[src/rtl/shift_rotate_pkg.sv]
// Shared op-code encoding and helpers for the pipelined shift/rotate unit.
package shift_rotate_pkg;

  localparam logic [2:0] OP_ROL = 3'b000;
  localparam logic [2:0] OP_SLL = 3'b001;
  localparam logic [2:0] OP_ROR = 3'b010;
  localparam logic [2:0] OP_SRL = 3'b011;
  localparam logic [2:0] OP_SRA = 3'b100;

  function automatic logic is_reserved(input logic [2:0] op);
    return op > OP_SRA;
  endfunction

endpackage

[src/rtl/shift_rotate_stage.sv]
// One combinational move of AMT positions; passes data through when bit_en is low.
module shift_rotate_stage
  import shift_rotate_pkg::*;
#(
  parameter int WIDTH = 16,
  parameter int AMT   = 1
) (
  input  logic [WIDTH-1:0] i_data,
  input  logic [2:0]       i_op,
  input  logic             i_sign,
  input  logic             i_bit_en,
  output logic [WIDTH-1:0] o_data
);

  always_comb begin
    o_data = i_data;
    if (i_bit_en) begin
      case (i_op)
        OP_ROL:  o_data = {i_data[WIDTH-AMT-1:0], i_data[WIDTH-1:WIDTH-AMT]};
        OP_SLL:  o_data = {i_data[WIDTH-AMT-1:0], {AMT{1'b0}}};
        OP_ROR:  o_data = {i_data[AMT-1:0], i_data[WIDTH-1:AMT]};
        OP_SRL:  o_data = {{AMT{1'b0}}, i_data[WIDTH-1:AMT]};
        OP_SRA:  o_data = {{AMT{i_sign}}, i_data[WIDTH-1:AMT]};
        default: o_data = i_data;
      endcase
    end
  end

endmodule

[src/rtl/shift_rotate_pipe.sv]
// Pipelined shift/rotate unit: one registered stage per shift-amount bit with a
// valid/advance chain so backpressure stalls the whole pipe without loss.
module shift_rotate_pipe
  import shift_rotate_pkg::*;
#(
  parameter int WIDTH = 16,
  parameter int TAG_W = 4,
  localparam int CNT_W = $clog2(WIDTH)
) (
  input  logic             clk,
  input  logic             rst_n,
  input  logic             in_valid,
  output logic             in_ready,
  input  logic [2:0]       in_op,
  input  logic [WIDTH-1:0] in_data,
  input  logic [CNT_W-1:0] in_cnt,
  input  logic [TAG_W-1:0] in_tag,
  output logic             out_valid,
  input  logic             out_ready,
  output logic [WIDTH-1:0] out_data,
  output logic [TAG_W-1:0] out_tag,
  output logic             out_err
);

  logic [CNT_W-1:0] r_v;
  logic [CNT_W-1:0] w_adv;
  logic [CNT_W-1:0] r_err;
  logic [WIDTH-1:0] r_data [CNT_W];
  logic [2:0]       r_op   [CNT_W];
  logic [CNT_W-1:0] r_cnt  [CNT_W];
  logic [TAG_W-1:0] r_tag  [CNT_W];
  logic             r_sign [CNT_W];

  for (genvar k = 0; k < CNT_W; k++) begin : g_stage
    logic [WIDTH-1:0] w_src;
    logic [WIDTH-1:0] w_moved;
    logic [2:0]       w_op;
    logic [CNT_W-1:0] w_cnt;
    logic [TAG_W-1:0] w_tag;
    logic             w_v;
    logic             w_err;
    logic             w_sign;

    if (k == 0) begin : g_first
      assign w_src  = in_data;
      assign w_op   = in_op;
      assign w_cnt  = in_cnt;
      assign w_tag  = in_tag;
      assign w_v    = in_valid;
      assign w_err  = is_reserved(in_op);
      assign w_sign = in_data[WIDTH-1];
    end else begin : g_next
      assign w_src  = r_data[k-1];
      assign w_op   = r_op[k-1];
      assign w_cnt  = r_cnt[k-1];
      assign w_tag  = r_tag[k-1];
      assign w_v    = r_v[k-1];
      assign w_err  = r_err[k-1];
      assign w_sign = r_sign[k-1];
    end

    // A stage may load when it is empty or its contents move on this cycle.
    if (k == CNT_W - 1) begin : g_last_adv
      assign w_adv[k] = !r_v[k] || out_ready;
    end else begin : g_mid_adv
      assign w_adv[k] = !r_v[k] || w_adv[k+1];
    end

    shift_rotate_stage #(
      .WIDTH (WIDTH),
      .AMT   (2 ** k)
    ) u_stage (
      .i_data   (w_src),
      .i_op     (w_op),
      .i_sign   (w_sign),
      .i_bit_en (w_cnt[k] && !w_err),
      .o_data   (w_moved)
    );

    always_ff @(posedge clk or negedge rst_n) begin
      if (!rst_n) begin
        r_v[k]    <= 1'b0;
        r_data[k] <= '0;
        r_op[k]   <= '0;
        r_cnt[k]  <= '0;
        r_tag[k]  <= '0;
        r_err[k]  <= 1'b0;
        r_sign[k] <= 1'b0;
      end else if (w_adv[k]) begin
        r_v[k]    <= w_v;
        r_data[k] <= w_moved;
        r_op[k]   <= w_op;
        r_cnt[k]  <= w_cnt;
        r_tag[k]  <= w_tag;
        r_err[k]  <= w_err;
        r_sign[k] <= w_sign;
      end
    end
  end

  assign in_ready  = w_adv[0];
  assign out_valid = r_v[CNT_W-1];
  assign out_data  = r_data[CNT_W-1];
  assign out_tag   = r_tag[CNT_W-1];
  assign out_err   = r_err[CNT_W-1];

endmodule

[config.mk]
export PLATFORM = sky130hd
export DESIGN_NAME = shift_rotate_pipe
export DESIGN_NICKNAME = d
export VERILOG_FILES = /design/src/rtl/shift_rotate_pkg.sv /design/src/rtl/shift_rotate_stage.sv /design/src/rtl/shift_rotate_pipe.sv
export SDC_FILE = /design/constraint.sdc
export NUM_CORES = 1
export LEC_CHECK = 0
export CORE_ASPECT_RATIO = 1.5
export CORE_MARGIN = 2
export CORE_UTILIZATION = 60
export CTS_BUF_LIST = sky130_fd_sc_hd__clkbuf_8
export CTS_CLUSTER_DIAMETER = 100
export CTS_CLUSTER_SIZE = 28
export DETAILED_ROUTE_END_ITERATION = 12
export PLACE_DENSITY = 0.91
export REMOVE_ABC_BUFFERS = 1
export SETUP_SLACK_MARGIN = 0.05
export SYNTH_ARGS = -nofsm -noshare
export SYNTH_HDL_FRONTEND = slang
export SYNTH_SLANG_ARGS = --single-unit
[constraint.sdc]
create_clock -name clk -period 2.04 [get_ports clk]
set_input_delay 0.408 -clock clk [delete_from_list [all_inputs] [get_ports clk]]
set_output_delay 0.408 -clock clk [all_outputs]
set_load 0.05 [all_outputs]
==> impl_metrics.yaml <==
outcome:
  status: "complete, no violations"
floorplan:
  die_y_microns: 121
  core_sq_mm: 0.00883
  die_w_microns: 81.9
  dieArea_sq_mm: 0.00989
  fp-row-count: 42
  pin_count: 54
  start_util_pct: 61.8
layout:
  num_antenna_cells: 0
  drive_gt1_share_pct: 13.4
  synthToLayoutAreaGrowth_pct: 16.0
  nNetsFinal: 682
clock_network:
  h-tree-depth: 3
  cts_tree: "built"
  clkLatencyLatePin_ns: 0.38
  cts_buffers: 9
  cts-root-buf: "clkbuf_8"
  ctsLongestPathBuffers: 2
  path_clk_slew_ns: 0.10
  clkSinkCount: 106
synthesis:
  synth_warnings: 0
  async_reset_ff_share_pct: 100
  netlist_top_cells_count: "nand2_1 (163), dfrtp_1 (106), o21ai_0 (59)"
  syn_avg_cell_area_sq_um: 9.01
  yosysMostFrequentCell: "nand2_1"
  ys.flop_type: "dfrtp_1"
  synth.area.mux_share_pct: 4.63
  synthXorXnorAreaFrac_pct: 0
  ys_ff_latch: 106
  ys_types: 47
  synthAdderAreaFrac_pct: 0
  ys_top_cells_by_area: "dfrtp_1 (49%), nand2_1 (11%), o21ai_0 (5.4%)"
  synth-compound-area-share_pct: 23.4
  synthesis.area_sq_mm: 0.00546
  synth_simple_gate_area_share_pct: 18.3
  synth_edf_count: 0
  yosysTopAreaCell: "dfrtp_1"
  ys_seq_area_share_pct: 48.6
  syn_inst: 606
  synthDominantCellAreaShare_pct: 48.6
  synth_top_family_by_area: "compound AO/OA/AOI/OAI gates"
pwr:
  swShare_pct: 40.4
  seq_power_share_pct: 46.1
  p_int_mw: 4.12
  combPwrFrac_pct: 36.8
  total_power_mw: 6.91
  power.switching_mw: 2.79
  peakVddDrop_mv: 0.809
  p_leak_nw: 2.95
  powerDensity_mw_per_mm2: 1090
  p_clk_share_pct: 17.1
sta:
  min_period_ns: 1.96
  finalCritPeriodShare_pct: 96.1
  drv_slew: 0
  max_freq_ghz: 0.510
  setup_viol: 0
  hold_violations: 0
  finClkSkew_ns: 0.0107
  slew_headroom_pct: 56.2
  rsz0062_at_grt: "false"
  setup_slack_ns: 0.0792
  worstMarginPinSlew_ns: 0.657
detailed_routing:
  drt-pass1-iter-count: 5
  drc: 0
  vias: 4705
  antenna_left: 0
  routed_wl_microns: 12200
  wire_per_inst_microns: 16.0
  drt_iter0_drc: 345
  vias_per_cell: 6.14
flow_run:
  max-cap-violations: 0
global_route:
  track_usage_pct: 26.2
  antenna_found_initial: 0
  grt_start_max_net_pins: 53
  grt_pass1_wl_microns: 20300
  grt_overflow: 0
  grt_pass1_vias: 4453
worst_setup_path:
  arrival_ns: 1.55
  start_kind: "register"
  cp.required_ns: 1.63
  critPathKind: "reg2out"
  slowest_delay_ns: 0.80
  crit_path_end_kind: "output pin"
  cp_top_family: "buffers and inverters"
  rrSetupSlack_ns: 0.32
  cp_slowest_cell: "clkdlybuf4s50_1"
  crit_chain: "clkdlybuf4s50_1"
  path_buf_inv: 1
  critPathMaxFanout: 2
placement:
  place_congestion: 0.882
  hpwl_microns: 9230
  portBuffers: 53
  place_worst_setup_slack_ns: -0.0489
worst_hold_path:
  holdCritPathClass: "reg2reg"
==> power by group through the flow <==
stage          registers [mW]  clock network (mW)  logic [mW]
2_1_floorplan            3.73                   0        1.07
3_3_place_gp             3.16                   0        2.47
3_5_place_dp             3.22                   0        2.58
4_1_cts                  3.17                1.20        2.55
5_1_grt                  3.25                1.29        2.76
6_report                 3.18                1.18        2.54
==> worst paths after layout <==
| path | start | to | depth (start not counted) |
|---|---|---|---|
| setup reg to reg | g_stage[2].w_op[2]$_DFFE_PN0P_ | g_stage[3].w_src[11]$_DFFE_PN0P_ | 4 |
| hold / removal | g_stage[1].w_tag[0]$_DFFE_PN0P_ | g_stage[1].w_tag[0]$_DFFE_PN0P_ | 2 |
| hold reg to reg | g_stage[1].w_tag[0]$_DFFE_PN0P_ | g_stage[1].w_tag[0]$_DFFE_PN0P_ | 2 |
| setup / recovery | out_data[12]$_DFFE_PN0P_ | out_data[12] | 1 |
| min in group asynchronous | rst_n | out_data[14]$_DFFE_PN0P_ | 2 |
| max in group asynchronous | rst_n | g_stage[1].w_v$_DFFE_PN0P_ | 3 |
==> registers in the layout, summed over array words and instances, names as in the netlist <==
register        flops
g_stage.w_sign      3
g_stage.w_op        9
g_stage.w_err       3
out_err             1
g_stage.w_cnt       6
g_stage.w_v         3
out_tag             4
g_stage.w_src      48
out_data           16
g_stage.w_tag      12
out_valid           1
==> metrics by stage <==
| step | area, sq um | utilization (%) | TNS, ns | hold slack [ns] | std cells |
|---|---|---|---|---|---|
| 2_1_floorplan | 5230 | - | -11.65 | 0.112 | 561 |
| 3_3_place_gp | 6110 | 69.2 | 0 | 0.350 | 748 |
| 3_5_place_dp | 6110 | 69.2 | -0.126 | 0.360 | 748 |
| 4_1_cts | 6290 | 71.2 | 0 | 0.479 | 765 |
| 5_1_grt | 6330 | 71.7 | 0 | 0.507 | 766 |
| 6_report | 6330 | 71.7 | 0 | 0.475 | 766 |
==> final cells by class <==
type	count	area (sq um)
flip-flops and latches	106	2650
multi-input cells	445	2530
fillers	630	2500
repair buffers	79	787
well taps	110	138
clock buffers	9	124
clock inverters	7	53.8
inverters	10	42.5
==> worst register-to-register path: cells and delay by family (launching register included) <==
family,cells,cell delay (ns)
AND/OR/NAND/NOR,2,0.52
AO/OA/AOI/OAI,2,0.49
flip-flops,1,0.59
==> kinds of logic (layout without fill, tap and decap cells) <==
group | Yosys count | count (layout)
compound gates | 187 | 187
simple gates | 235 | 235
mux | 23 | 23
flops | 106 | 106
buf+inv | 55 | 105
==> placed cells by master, fill, tap and decap left out, types with 12 or more instances in the layout <==
| master | n |
|---|---|
| nor2_1 | 30 |
| nand2_1 | 163 |
| buf_4 | 24 |
| mux2_2 | 18 |
| clkdlybuf4s50_1 | 30 |
| o22ai_1 | 22 |
| a21oi_1 | 22 |
| o221a_2 | 19 |
| dfrtp_1 | 105 |
| o21ai_0 | 59 |
| dlymetal6s2s_1 | 14 |
| nand2b_1 | 12 |
| o21ai_1 | 21 |
==> what timing repair did <==
item                                   4_1_cts  5_1_grt
setup buffers                                0        1
endpoints found under the hold margin       28        0
setup endpoints to repair                    7       26
gates resized for setup                      7       15
hold buffers                                 1        0
==> metal layers <==
metal	GRT usage, %	wire [microns]
met4	12.8	367
met5	0	0
met3	5.00	512
met2	46.8	6700
met1	28.8	4640
(Power assumes the default switching activity.)
